File: src/rtl/huffman_dec.sv
// huffman_dec: streaming decoder for a unary-prefix code, one codeword per cycle
module huffman_dec #(
    parameter int W = 8,
    parameter int C = 4
) (
    input  logic         clk,
    input  logic         rst,
    input  logic [W-1:0] d_in,
    input  logic         en_in,
    output logic         rdy_out,
    output logic [W-1:0] d_out,
    output logic [C-1:0] w_out,
    output logic [3:0]   sym_out,
    output logic         en_out,
    output logic         err_out
);
    localparam int N = $clog2(2 * W + 1);

    logic [2*W-1:0] sr, nsr;
    logic [N-1:0]   cnt, ncnt, use_n, rest;
    logic [C-1:0]   k, w;
    logic           ok, err, acc, b;

    assign rdy_out = (cnt <= N'(W)) && !rst;
    assign acc     = en_in && rdy_out;

    // leading-ones count, decode/error decision and next buffer contents
    always_comb begin
        k = C'(W - 1);
        for (int i = W - 2; i >= 0; i--)
            if (!sr[2*W-1-i]) k = C'(i);
        w     = k + C'(2);
        b     = sr[2*W-2-int'(k)];
        ok    = (int'(k) <= W - 2) && (int'(cnt) >= int'(k) + 2);
        err   = (int'(k) == W - 1) && (cnt >= N'(W));
        use_n = ok ? N'(k) + N'(2) : err ? N'(W) : '0;
        rest  = cnt - use_n;
        nsr   = (sr << use_n) | (acc ? ({d_in, {W{1'b0}}} >> rest) : '0);
        ncnt  = rest + (acc ? N'(W) : '0);
    end

    // buffer, fill count and registered outputs
    always_ff @(posedge clk) begin
        if (rst) begin
            sr      <= '0;
            cnt     <= '0;
            d_out   <= '0;
            w_out   <= '0;
            sym_out <= '0;
            en_out  <= 1'b0;
            err_out <= 1'b0;
        end else begin
            sr      <= nsr;
            cnt     <= ncnt;
            en_out  <= ok;
            err_out <= err;
            if (ok) begin
                d_out   <= sr[2*W-1:W] & ~({W{1'b1}} >> w);
                w_out   <= w;
                sym_out <= {k[2:0], b};
            end
        end
    end
endmodule

File: config.mk
export PLATFORM = sky130hd
export DESIGN_NAME = huffman_dec
export DESIGN_NICKNAME = d
export VERILOG_FILES = /design/src/rtl/huffman_dec.sv
export SDC_FILE = /design/constraint.sdc
export NUM_CORES = 1
export LEC_CHECK = 0
export CORE_MARGIN = 5
export CORE_UTILIZATION = 40
export DETAILED_ROUTE_END_ITERATION = 10
export GPL_ROUTABILITY_DRIVEN = 0
export HOLD_SLACK_MARGIN = 0.03
export SLEW_MARGIN = 40
export SYNTH_ARGS = -nofsm -noshare
export SYNTH_HDL_FRONTEND = slang
export SYNTH_SLANG_ARGS = --single-unit
File: constraint.sdc
create_clock -name clk -period 8.9 [get_ports clk]
set_input_delay 1.78 -clock clk [delete_from_list [all_inputs] [get_ports clk]]
set_output_delay 1.78 -clock clk [all_outputs]
set_load 0.01 [all_outputs]
==> results.sh, run 1 <==
export IMPL_crit_slowest_cell="dfxtp_1"
export IMPL_timing_final_max_slew_violations=0
export IMPL_post_synth_top_count_cell="nand2_1"
export IMPL_initial_utilization=0.412
export IMPL_post_synth_instance_area_um2=2990
export IMPL_ant_nets=0
export IMPL_yosys_warnings=0
export IMPL_place_inst=493
export IMPL_sw_frac_of_total=0.512
export IMPL_crit_chain="nand2_1, a31o_2, inv_2, ha_1, inv_1, ha_1, o21ai_0, o21a_4, nor2_2, nand2_4, inv_2, ha_1, fa_1, mux2_2, nand2_1, o21ai_0, a21oi_1, o21ai_0, a22oi_1, nor2_1"
export IMPL_crit_path_max_fanout=18
export IMPL_synth_top_area_cell="dfxtp_1"
export IMPL_core_area_um2=7250
export IMPL_route_detailed_wl_per_inst_um=17.3
export IMPL_setup_repair_after_global_routing_missed_its_margin="no"
export IMPL_p_int_w=0.000649
export IMPL_i_o_pin_count=30
export IMPL_timing_hold_worst_class="flip-flop to flip-flop"
export IMPL_syn_inst=388
export IMPL_timing_critical_path_to_type="flip-flop"
export IMPL_rows=31
export IMPL_min_period_ns=5.58
export IMPL_highest_layer="met4"
export IMPL_p_total_w=0.00133
export IMPL_drc=0
export IMPL_slew_headroom=0.584
export IMPL_drv_max_cap_violation_count=0
export IMPL_final_setup_violating_endpoints=0
export IMPL_antenna_cells=0
export IMPL_synth_seq_area_share=0.254
export IMPL_synth_area_leaders="dfxtp_1 (25%), ha_1 (6.3%), a21oi_1 (6.2%)"
export IMPL_finalNetCount=428
export IMPL_critical_path_max_stage_delay_ns=0.63
export IMPL_finalCritPeriodShare=0.626
export IMPL_synth_avg_cell_area_um2=7.71
export IMPL_ctsHtreeMaxLevel=2
export IMPL_die_span_in_x_um=96.5
export IMPL_via_per_inst=5.82
export IMPL_sum_of_negative_setup_slack_ns=0
export IMPL_synth_ff_latch_count=38
export IMPL_number_of_clock_buffers_inserted_by_tritoncts=5
export IMPL_max_vdd_ir_drop_mv=0.213
export IMPL_postLayoutCoreUtil=0.474
export IMPL_clock_pin_slew_reported_for_the_worst_setup_and_hold_paths_after_clock_tree_synthesis_ns=0.08
export IMPL_netlist_cell_type_count=69
export IMPL_fmaxAchievable_mhz=179
export IMPL_fillCellCount=762
export IMPL_total_switching_power_w=0.000681
export IMPL_clk_insertion_delay_late_ns=0.29
export IMPL_final_cells=501
export IMPL_final_setup_skew_ns=0.00812
export IMPL_critical_path_top_delay_family="compound AO/OA/AOI/OAI gates"
export IMPL_met3WireLength_um=607
export IMPL_m1WireLength_um=3800
export IMPL_ctsLongestPathBuffers=2
export IMPL_critical_path_class="flip-flop to flip-flop"
export IMPL_post_route_cell_area_um2=3430
export IMPL_placedInstanceArea_um2=3310
export IMPL_status="complete, no violations"
export IMPL_grt_antenna_before_repair=0
export IMPL_hpwlAfterDp_um=6450
export IMPL_met2_length_um=4030
export IMPL_cp_num_buf_inv=3
export IMPL_timing_worst_slew_pin_value_ns=0.622
export IMPL_async_reset_ff_frac=0
export IMPL_drt_wl_total_um=8670
export IMPL_synth_top_cell_area_share=0.254
export IMPL_grt_first_pass_wirelength_um=14000
export IMPL_ys_dominant_reg_cell="dfxtp_1"
export IMPL_synth_edff_count=0
export IMPL_grt_total_usage=0.196
export IMPL_post_cts_setup_inserts=0
export IMPL_power_combinational_fraction=0.673
export IMPL_fp_dieH_um=96.5
export IMPL_p_leak_nw=1.28
export IMPL_cp_data_arrival_time_ns=5.75
export IMPL_placement_io_buffers=29
export IMPL_num_vias=2917
export IMPL_cts_tree="built"
export IMPL_detail_route_first_pass_iterations=5
export IMPL_cts_hold_buf=0
export IMPL_synth_nets=415
export IMPL_worst_setup_path_start_kind="flip-flop"
export IMPL_grt_pass1_vias=2771
export IMPL_power_share_clock=0.110
export IMPL_timing_final_hold_violations=0
export IMPL_cts_root_buffer="clkbuf_8"
export IMPL_total_gr_overflow=0
export IMPL_drt_first_iter_violations=324
export IMPL_post_cts_resized=0
export IMPL_critPathRequiredTime_ns=9.07
export IMPL_power_sequential_fraction=0.217
export IMPL_grt_max_degree=38
export IMPL_fp_dieArea_um2=9310
export IMPL_synth_common_cells="nand2_1 (49), nor2_1 (47), dfxtp_1 (38)"
export IMPL_clock_sink_count=38
export IMPL_area_delta_synth_final_pct=14.8
export IMPL_powerDensity_nw_per_um2=387
export IMPL_layout_drive_gt1_share=0.104
[layer usage]
metal | up-vias | global-route usage
met5 | - | 0
met4 | 0 | 0.0771
met3 | 24 | 0.0372
met2 | 106 | 0.313
met1 | 1360 | 0.259
li1 | 1427 | -
[kinds of logic after synthesis]
| group | synth area share |
|---|---|
| buf+inv | 0.0586 |
| simple gates | 0.239 |
| xor+xnor | 0.0146 |
| flops | 0.254 |
| mux | 0.0983 |
| fa+ha+maj | 0.0694 |
| compound gates | 0.266 |
[sequential cells by signal (all words and copies together), names as in the netlist]
| name | flops |
|---|---|
| sym_out | 3 |
| en_out | 1 |
| d_out | 8 |
| cnt | 5 |
| w_out | 4 |
| err_out | 1 |
| sr | 16 |
[worst paths after layout]
kind,slack (ns),startpoint,endpoint,cells past startpoint
worst max register to register,3.32,sr[15]$_SDFF_PP0_,sr[1]$_SDFF_PP0_,20
worst max-delay path,3.32,sr[15]$_SDFF_PP0_,sr[1]$_SDFF_PP0_,20
worst min-delay path,0.45,d_out[3]$_SDFFE_PP0N_,d_out[3]$_SDFFE_PP0N_,2
worst min register to register,0.45,d_out[3]$_SDFFE_PP0N_,d_out[3]$_SDFFE_PP0N_,2
[power groups by stage]
stage,sequential [W],clock (W),combinational [W]
final,0.000289,0.000146,0.000895
after detailed placement,0.000290,0,0.000874
after CTS,0.000286,0.000150,0.000879
after global routing,0.000294,0.000158,0.000992
after global placement,0.000291,0,0.000875
after floorplan,0.000255,0,0.000710
[through the flow]
step	hold slack, ns	setup WS [ns]
floorplan	0.474	4.38
global placement	0.439	3.40
detailed placement	0.442	3.17
CTS	0.454	3.18
global route	0.476	2.76
finish	0.451	3.32
[placed cells by master, fill, tap and decap left out, types with 10 or more instances in the layout]
cell             instances
nand2_1                 49
nor2_1                  47
dfxtp_1                 38
a21oi_1                 37
clkdlybuf4s50_1         29
o21ai_0                 18
mux2i_1                 17
ha_1                    15
nand3_1                 12
inv_1                   10
[tightest hold or removal path, delay by kind of cell (launching register included)]
kind / cells / cell delay, ns
DFF: 1 / 0.31
AOI/OAI and AO/OA: 1 / 0.05
and+or+nand+nor: 1 / 0.05
[area by class of cell]
class | count | area (µm²) | share of cell area
sequential | 38 | 761 | 0.221
clock buffer | 7 | 76.3 | 0.0222
clock inverter | 1 | 30.0 | 0.00874
timing repair buffer | 30 | 298 | 0.0867
inverter | 17 | 68.8 | 0.0200
tap | 99 | 124 | 0.0361
multi-input combinational | 309 | 2080 | 0.605
Note: power is estimated with default switching activity, not from simulation.
==> inputs of run 2 (changes only) <==
==> constraint.sdc (replaced) <==
create_clock -name clk -period 5.23 [get_ports clk]
set_input_delay 1.046 -clock clk [delete_from_list [all_inputs] [get_ports clk]]
set_output_delay 1.046 -clock clk [all_outputs]
set_load 0.01 [all_outputs]
==> run 2 against run 1 <==
- largest cell class unchanged
- clock skew increased by 0.0022 ns
- die area unchanged
- non-clock buffer count increased by 11
- via count increased by 1.5%
- critical path depth decreased by 2
- register-to-register slack got worse by 3.0 ns
- sequential share of layout area decreased by 0.29 points
- power increased by 74%
==> results.sh, run 2 (synthesized netlist as in run 1, its figures left out) <==
export IMPL_rows=31
export IMPL_min_period_ns=4.95
export IMPL_number_of_clock_buffers_inserted_by_tritoncts=5
export IMPL_critPathRequiredTime_ns=5.40
export IMPL_grt_antenna_before_repair=0
export IMPL_critical_path_max_stage_delay_ns=0.66
export IMPL_status="complete, no violations"
export IMPL_post_cts_resized=0
export IMPL_mostFrequentLayoutCell="nand2_1"
export IMPL_grt_total_usage=0.203
export IMPL_drv_max_cap_violation_count=0
export IMPL_ctsHtreeMaxLevel=2
export IMPL_final_setup_skew_ns=0.0103
export IMPL_initial_utilization=0.412
export IMPL_fmaxAchievable_mhz=202
export IMPL_drt_first_iter_violations=309
export IMPL_core_area_um2=7250
export IMPL_layout_drive_gt1_share=0.128
export IMPL_fillCellCount=732
export IMPL_hp_start="d_out[3]$_SDFFE_PP0N_"
export IMPL_detail_route_first_pass_iterations=5
export IMPL_clock_pin_slew_reported_for_the_worst_setup_and_hold_paths_after_clock_tree_synthesis_ns=0.09
export IMPL_rrSetupSlack_ns=0.28
export IMPL_r2r_end="sr[12]$_SDFF_PP0_"
export IMPL_i_o_pin_count=30
export IMPL_crit_slowest_cell="fa_1"
export IMPL_p_leak_nw=1.32
export IMPL_ctsLongestPathBuffers=2
export IMPL_crit_chain="inv_1, o221ai_4, nand2_4, inv_4, ha_1, nand2b_1, a221oi_4, o21a_4, nor2_2, nand2_4, inv_2, ha_1, fa_1, mux2_2, nor2_1, a21oi_1, a2111oi_0, a211oi_1"
export IMPL_via_per_inst=5.78
export IMPL_placement_io_buffers=29
export IMPL_finalNetCount=439
export IMPL_timing_hold_worst_class="flip-flop to flip-flop"
export IMPL_fp_dieArea_um2=9310
export IMPL_largest_register="sr"
export IMPL_max_vdd_ir_drop_mv=0.309
export IMPL_slew_headroom=0.623
export IMPL_cp_data_arrival_time_ns=5.12
export IMPL_layout_area_seq_um2=761
export IMPL_clk_insertion_delay_late_ns=0.30
export IMPL_clock_sink_count=38
export IMPL_crit_path_max_fanout=15
export IMPL_biggestRegsByFlops="sr: 16 flops, d_out: 8 flops, cnt: 5 flops"
export IMPL_global_route_usage_met1=0.280
export IMPL_hold_path_cell_count=2
export IMPL_num_vias=2960
export IMPL_holdWs_ns=0.452
export IMPL_area_delta_synth_final_pct=16.3
export IMPL_setup_repair_after_global_routing_missed_its_margin="no"
export IMPL_critical_path_class="flip-flop to flip-flop"
export IMPL_timing_critical_path_to_type="flip-flop"
export IMPL_route_detailed_wl_per_inst_um=17.5
export IMPL_grt_pass1_vias=2887
export IMPL_fp_dieH_um=96.5
export IMPL_grt_max_degree=38
export IMPL_whs_endpoint="d_out[3]$_SDFFE_PP0N_"
export IMPL_antenna_cells=0
export IMPL_sum_of_negative_setup_slack_ns=0
export IMPL_timing_final_max_slew_violations=0
export IMPL_grt_met2_usage=0.311
export IMPL_finalCritPeriodShare=0.946
export IMPL_grt_use_met3=0.0380
export IMPL_postLayoutCoreUtil=0.480
export IMPL_cts_root_buffer="clkbuf_8"
export IMPL_ant_nets=0
export IMPL_timing_final_hold_violations=0
export IMPL_worst_setup_path_start_kind="flip-flop"
export IMPL_grt_first_pass_wirelength_um=14700
export IMPL_total_gr_overflow=0
export IMPL_hpwlAfterDp_um=6670
export IMPL_cts_hold_buf=0
export IMPL_drc=0
export IMPL_post_cts_setup_inserts=0
export IMPL_grt_busiest_layer="met2"
export IMPL_die_span_in_x_um=96.5
export IMPL_timing_worst_slew_pin_value_ns=0.552
export IMPL_drt_wl_total_um=8950
export IMPL_mostFrequentLayoutCells="nand2_1 (49), nor2_1 (47), dfxtp_1 (38)"
export IMPL_cell_depth_of_the_worst_flop_to_flop_path=18
export IMPL_multi_input_area_um2=2060
export IMPL_placement_setup_worst_slack_ns=0.420
export IMPL_powerDensity_nw_per_um2=666
export IMPL_cts_tree="built"
export IMPL_largest_register_ffs=16
export IMPL_final_critical_path_setup_slack_ns=0.282
export IMPL_crit_reg2reg_launch="sr[13]$_SDFF_PP0_"
export IMPL_final_setup_violating_endpoints=0
==> run 2: layer usage <==
layer / wire (µm) / up-vias / share of wire
li1: - / 1453 / -
met1: 3970 / 1375 / 0.44
met2: 4160 / 112 / 0.47
met3: 605 / 20 / 0.068
met4: 216 / 0 / 0.024
met5: 0 / - / 0
==> run 2: cell type report <==
type | instances | area share
well taps | 99 | 0.0356
clock inverters | 3 | 0.00611
repair buffers | 41 | 0.109
clock buffers | 5 | 0.0198
multi-input cells | 309 | 0.591
inverters | 17 | 0.0198
flip-flops and latches | 38 | 0.219
==> run 2: worst max path at each step <==
stage	from	endpoint	slack, ns
2_1_floorplan	sr[11]$_SDFF_PP0_	sr[12]$_SDFF_PP0_	0.71
3_3_place_gp	sr[13]$_SDFF_PP0_	sr[1]$_SDFF_PP0_	0.52
3_5_place_dp	sr[13]$_SDFF_PP0_	sr[12]$_SDFF_PP0_	0.42
4_1_cts	sr[13]$_SDFF_PP0_	sr[12]$_SDFF_PP0_	0.31
5_1_grt	sr[13]$_SDFF_PP0_	sr[1]$_SDFF_PP0_	0.006
6_report	sr[13]$_SDFF_PP0_	sr[12]$_SDFF_PP0_	0.28
==> run 2: critical path: cells and delay by family, from the launching register on <==
kind                     cells  cell delay (ns)
AO/OA/AOI/OAI                6             1.59
adder cells (fa/ha/maj)      3             1.13
flip-flops                   1             0.63
AND/OR/NAND/NOR              5             0.61
buffers and inverters        3             0.48
multiplexers                 1             0.39
==> run 2: stage by stage <==
stage / std cells / cell area (µm²) / power, W
final: 512 / 3480 / 0.00232
after global routing: 512 / 3480 / 0.00251
after CTS: 512 / 3480 / 0.00230
after detailed placement: 504 / 3390 / 0.00208
after global placement: 504 / 3390 / 0.00208
after floorplan: 388 / 2990 / 0.00164
==> run 2: where the power goes <==
part	internal, W	switching (W)	total, W	leakage [nW]
Combinational	0.000659	0.000956	0.00162	0.962
Sequential	0.000366	0.000121	0.000488	0.310
Clock	0.0000938	0.000119	0.000213	0.0441
==> inputs of run 3 (changes only) <==
--- a/config.mk
+++ b/config.mk
@@ -7,9 +7,11 @@
 export LEC_CHECK = 0
 export CORE_MARGIN = 5
 export CORE_UTILIZATION = 40
+export CTS_CLUSTER_DIAMETER = 80
 export DETAILED_ROUTE_END_ITERATION = 10
 export GPL_ROUTABILITY_DRIVEN = 0
 export HOLD_SLACK_MARGIN = 0.03
+export PLACE_DENSITY_LB_ADDON = 0.15
 export SLEW_MARGIN = 40
 export SYNTH_ARGS = -nofsm -noshare
 export SYNTH_HDL_FRONTEND = slang
==> run 3 against run 2 <==
- first-iteration DRC count down 11%
- via count up 2.8%
- design area up 0.43%
- cell count up 0.20%
- global-route usage down 0.20 points
- critical path depth up 2
- non-clock buffer count up 1
- critical endpoint is now sr[9]$_SDFF_PP0_
==> results.sh, run 3 (synthesized netlist as in run 1, its figures left out) <==
export IMPL_grt_max_degree=38
export IMPL_worst_setup_path_start_kind="flip-flop"
export IMPL_timing_critical_path_to_type="flip-flop"
export IMPL_fillCellCount=743
export IMPL_biggestRegsByFlops="sr: 16 flops, d_out: 8 flops, cnt: 5 flops"
export IMPL_fp_dieArea_um2=9310
export IMPL_rrSetupSlack_ns=0.35
export IMPL_initial_utilization=0.412
export IMPL_num_vias=3042
export IMPL_setup_repair_after_global_routing_missed_its_margin="no"
export IMPL_antenna_cells=0
export IMPL_largest_register="sr"
export IMPL_ant_nets=0
export IMPL_placement_io_buffers=29
export IMPL_grt_antenna_before_repair=0
export IMPL_max_vdd_ir_drop_mv=0.314
export IMPL_mostFrequentLayoutCells="nand2_1 (49), nor2_1 (47), dfxtp_1 (38)"
export IMPL_crit_slowest_cell="fa_2"
export IMPL_grt_pass1_vias=2880
export IMPL_via_per_inst=5.93
export IMPL_layout_area_seq_um2=761
export IMPL_slew_headroom=0.424
export IMPL_fmaxAchievable_mhz=205
export IMPL_timing_hold_worst_class="flip-flop to flip-flop"
export IMPL_area_delta_synth_final_pct=16.8
export IMPL_route_detailed_wl_per_inst_um=17.8
export IMPL_postLayoutCoreUtil=0.482
export IMPL_placedInstanceArea_um2=3400
export IMPL_detail_route_first_pass_iterations=6
export IMPL_grt_first_pass_wirelength_um=14700
export IMPL_critPathRequiredTime_ns=5.39
export IMPL_drt_wl_total_um=9130
export IMPL_powerDensity_nw_per_um2=660
export IMPL_timing_final_hold_violations=0
export IMPL_min_period_ns=4.88
export IMPL_fp_dieH_um=96.5
export IMPL_clock_sink_count=38
export IMPL_cts_tree="built"
export IMPL_clk_insertion_delay_late_ns=0.30
export IMPL_final_setup_violating_endpoints=0
export IMPL_total_gr_overflow=0
export IMPL_largest_register_ffs=16
export IMPL_ctsLongestPathBuffers=2
export IMPL_final_critical_path_setup_slack_ns=0.354
export IMPL_i_o_pin_count=30
export IMPL_clock_pin_slew_reported_for_the_worst_setup_and_hold_paths_after_clock_tree_synthesis_ns=0.08
export IMPL_drc=0
export IMPL_sum_of_negative_setup_slack_ns=0
export IMPL_multi_input_area_um2=2060
export IMPL_ctsHtreeMaxLevel=2
export IMPL_cp_data_arrival_time_ns=5.04
export IMPL_hpwlAfterDp_um=6910
export IMPL_post_route_cell_area_um2=3490
export IMPL_cts_hold_buf=0
export IMPL_timing_worst_slew_pin_value_ns=0.858
export IMPL_finalNetCount=440
export IMPL_die_span_in_x_um=96.5
export IMPL_drv_max_cap_violation_count=0
export IMPL_number_of_clock_buffers_inserted_by_tritoncts=5
export IMPL_crit_path_max_fanout=15
export IMPL_cts_root_buffer="clkbuf_8"
export IMPL_drt_first_iter_violations=276
export IMPL_critical_path_max_stage_delay_ns=0.71
export IMPL_status="complete, no violations"
export IMPL_critical_path_most_common_cell="a21oi_1"
export IMPL_p_leak_nw=1.32
export IMPL_finalCritPeriodShare=0.932
export IMPL_grt_total_usage=0.201
export IMPL_core_area_um2=7250
export IMPL_mostFrequentLayoutCell="nand2_1"
export IMPL_rows=31
export IMPL_placement_setup_worst_slack_ns=0.324
export IMPL_crit_chain="inv_1, o221ai_4, nand2_4, inv_4, ha_1, nand2b_1, a221oi_4, o21a_4, nor2_2, nand2_4, inv_2, ha_1, fa_2, mux2_2, nand2_1, o21ai_0, a21oi_1, nor2_1, a21oi_1, a21oi_1"
export IMPL_layout_drive_gt1_share=0.133
export IMPL_timing_final_max_slew_violations=0
export IMPL_critical_path_class="flip-flop to flip-flop"
export IMPL_final_setup_skew_ns=0.00469
==> run 3: cell count changes in the layout (fill, tap and decap cells not counted), sizes merged <==
cell,before,now
clkbuf,5,6
clkinv,2,1
buf,12,13
==> run 3: path summary, 6_finish.rpt <==
kind	start	end	cells past startpoint
worst min-delay path	d_out[2]$_SDFFE_PP0N_	d_out[2]$_SDFFE_PP0N_	2
worst min register to register	d_out[2]$_SDFFE_PP0N_	d_out[2]$_SDFFE_PP0N_	2
worst max register to register	sr[13]$_SDFF_PP0_	sr[9]$_SDFF_PP0_	20
worst max-delay path	sr[13]$_SDFF_PP0_	sr[9]$_SDFF_PP0_	20
==> run 3: where the power goes <==
group,switching (W),total (W),leakage [nW],internal (W)
Combinational,0.000966,0.00161,0.965,0.000645
Clock,0.000113,0.000219,0.0472,0.000106
Sequential,0.000110,0.000476,0.310,0.000366
Total,0.00119,0.00231,1.32,0.00112
==> run 3: critical path, delay by kind of cell (launching register included) <==
| family | cells | cell delay (ns) |
|---|---|---|
| AO/OA/AOI/OAI | 7 | 1.53 |
| buffers and inverters | 3 | 0.43 |
| multiplexers | 1 | 0.39 |
| adder cells (fa/ha/maj) | 3 | 1.18 |
| flip-flops | 1 | 0.57 |
| AND/OR/NAND/NOR | 6 | 0.62 |
==> run 3: stage by stage <==
step                      power (W)  cells  hold slack (ns)
after floorplan             0.00164    388            0.474
after global placement      0.00206    505            0.437
after detailed placement    0.00205    505            0.445
after CTS                   0.00228    513            0.456
after global routing        0.00250    513            0.481
final                       0.00231    513            0.451
==> run 3: layout make-up <==
class | count | area share
Inverter | 17 | 0.0197
Timing Repair Buffer | 42 | 0.111
Clock inverter | 2 | 0.00358
Multi-Input combinational cell | 309 | 0.589
Clock buffer | 6 | 0.0236
Tap cell | 99 | 0.0354
Sequential cell | 38 | 0.218
==> run 3: what timing repair did <==
| item | CTS | global route |
|---|---|---|
| buffers inserted | 0 | 0 |
| setup endpoints to repair | 0 | 3 |
| gates resized for setup | 0 | 1 |
| hold endpoints to repair | 0 | 0 |
==> run 3: per-layer routing <==
layer  GRT usage  wire length, µm  up-vias
met5           0                0        -
met4      0.0537              174        0
met3      0.0287              598       22
met2       0.341             4390      137
met1       0.266             3970     1425
li1            -                -     1458
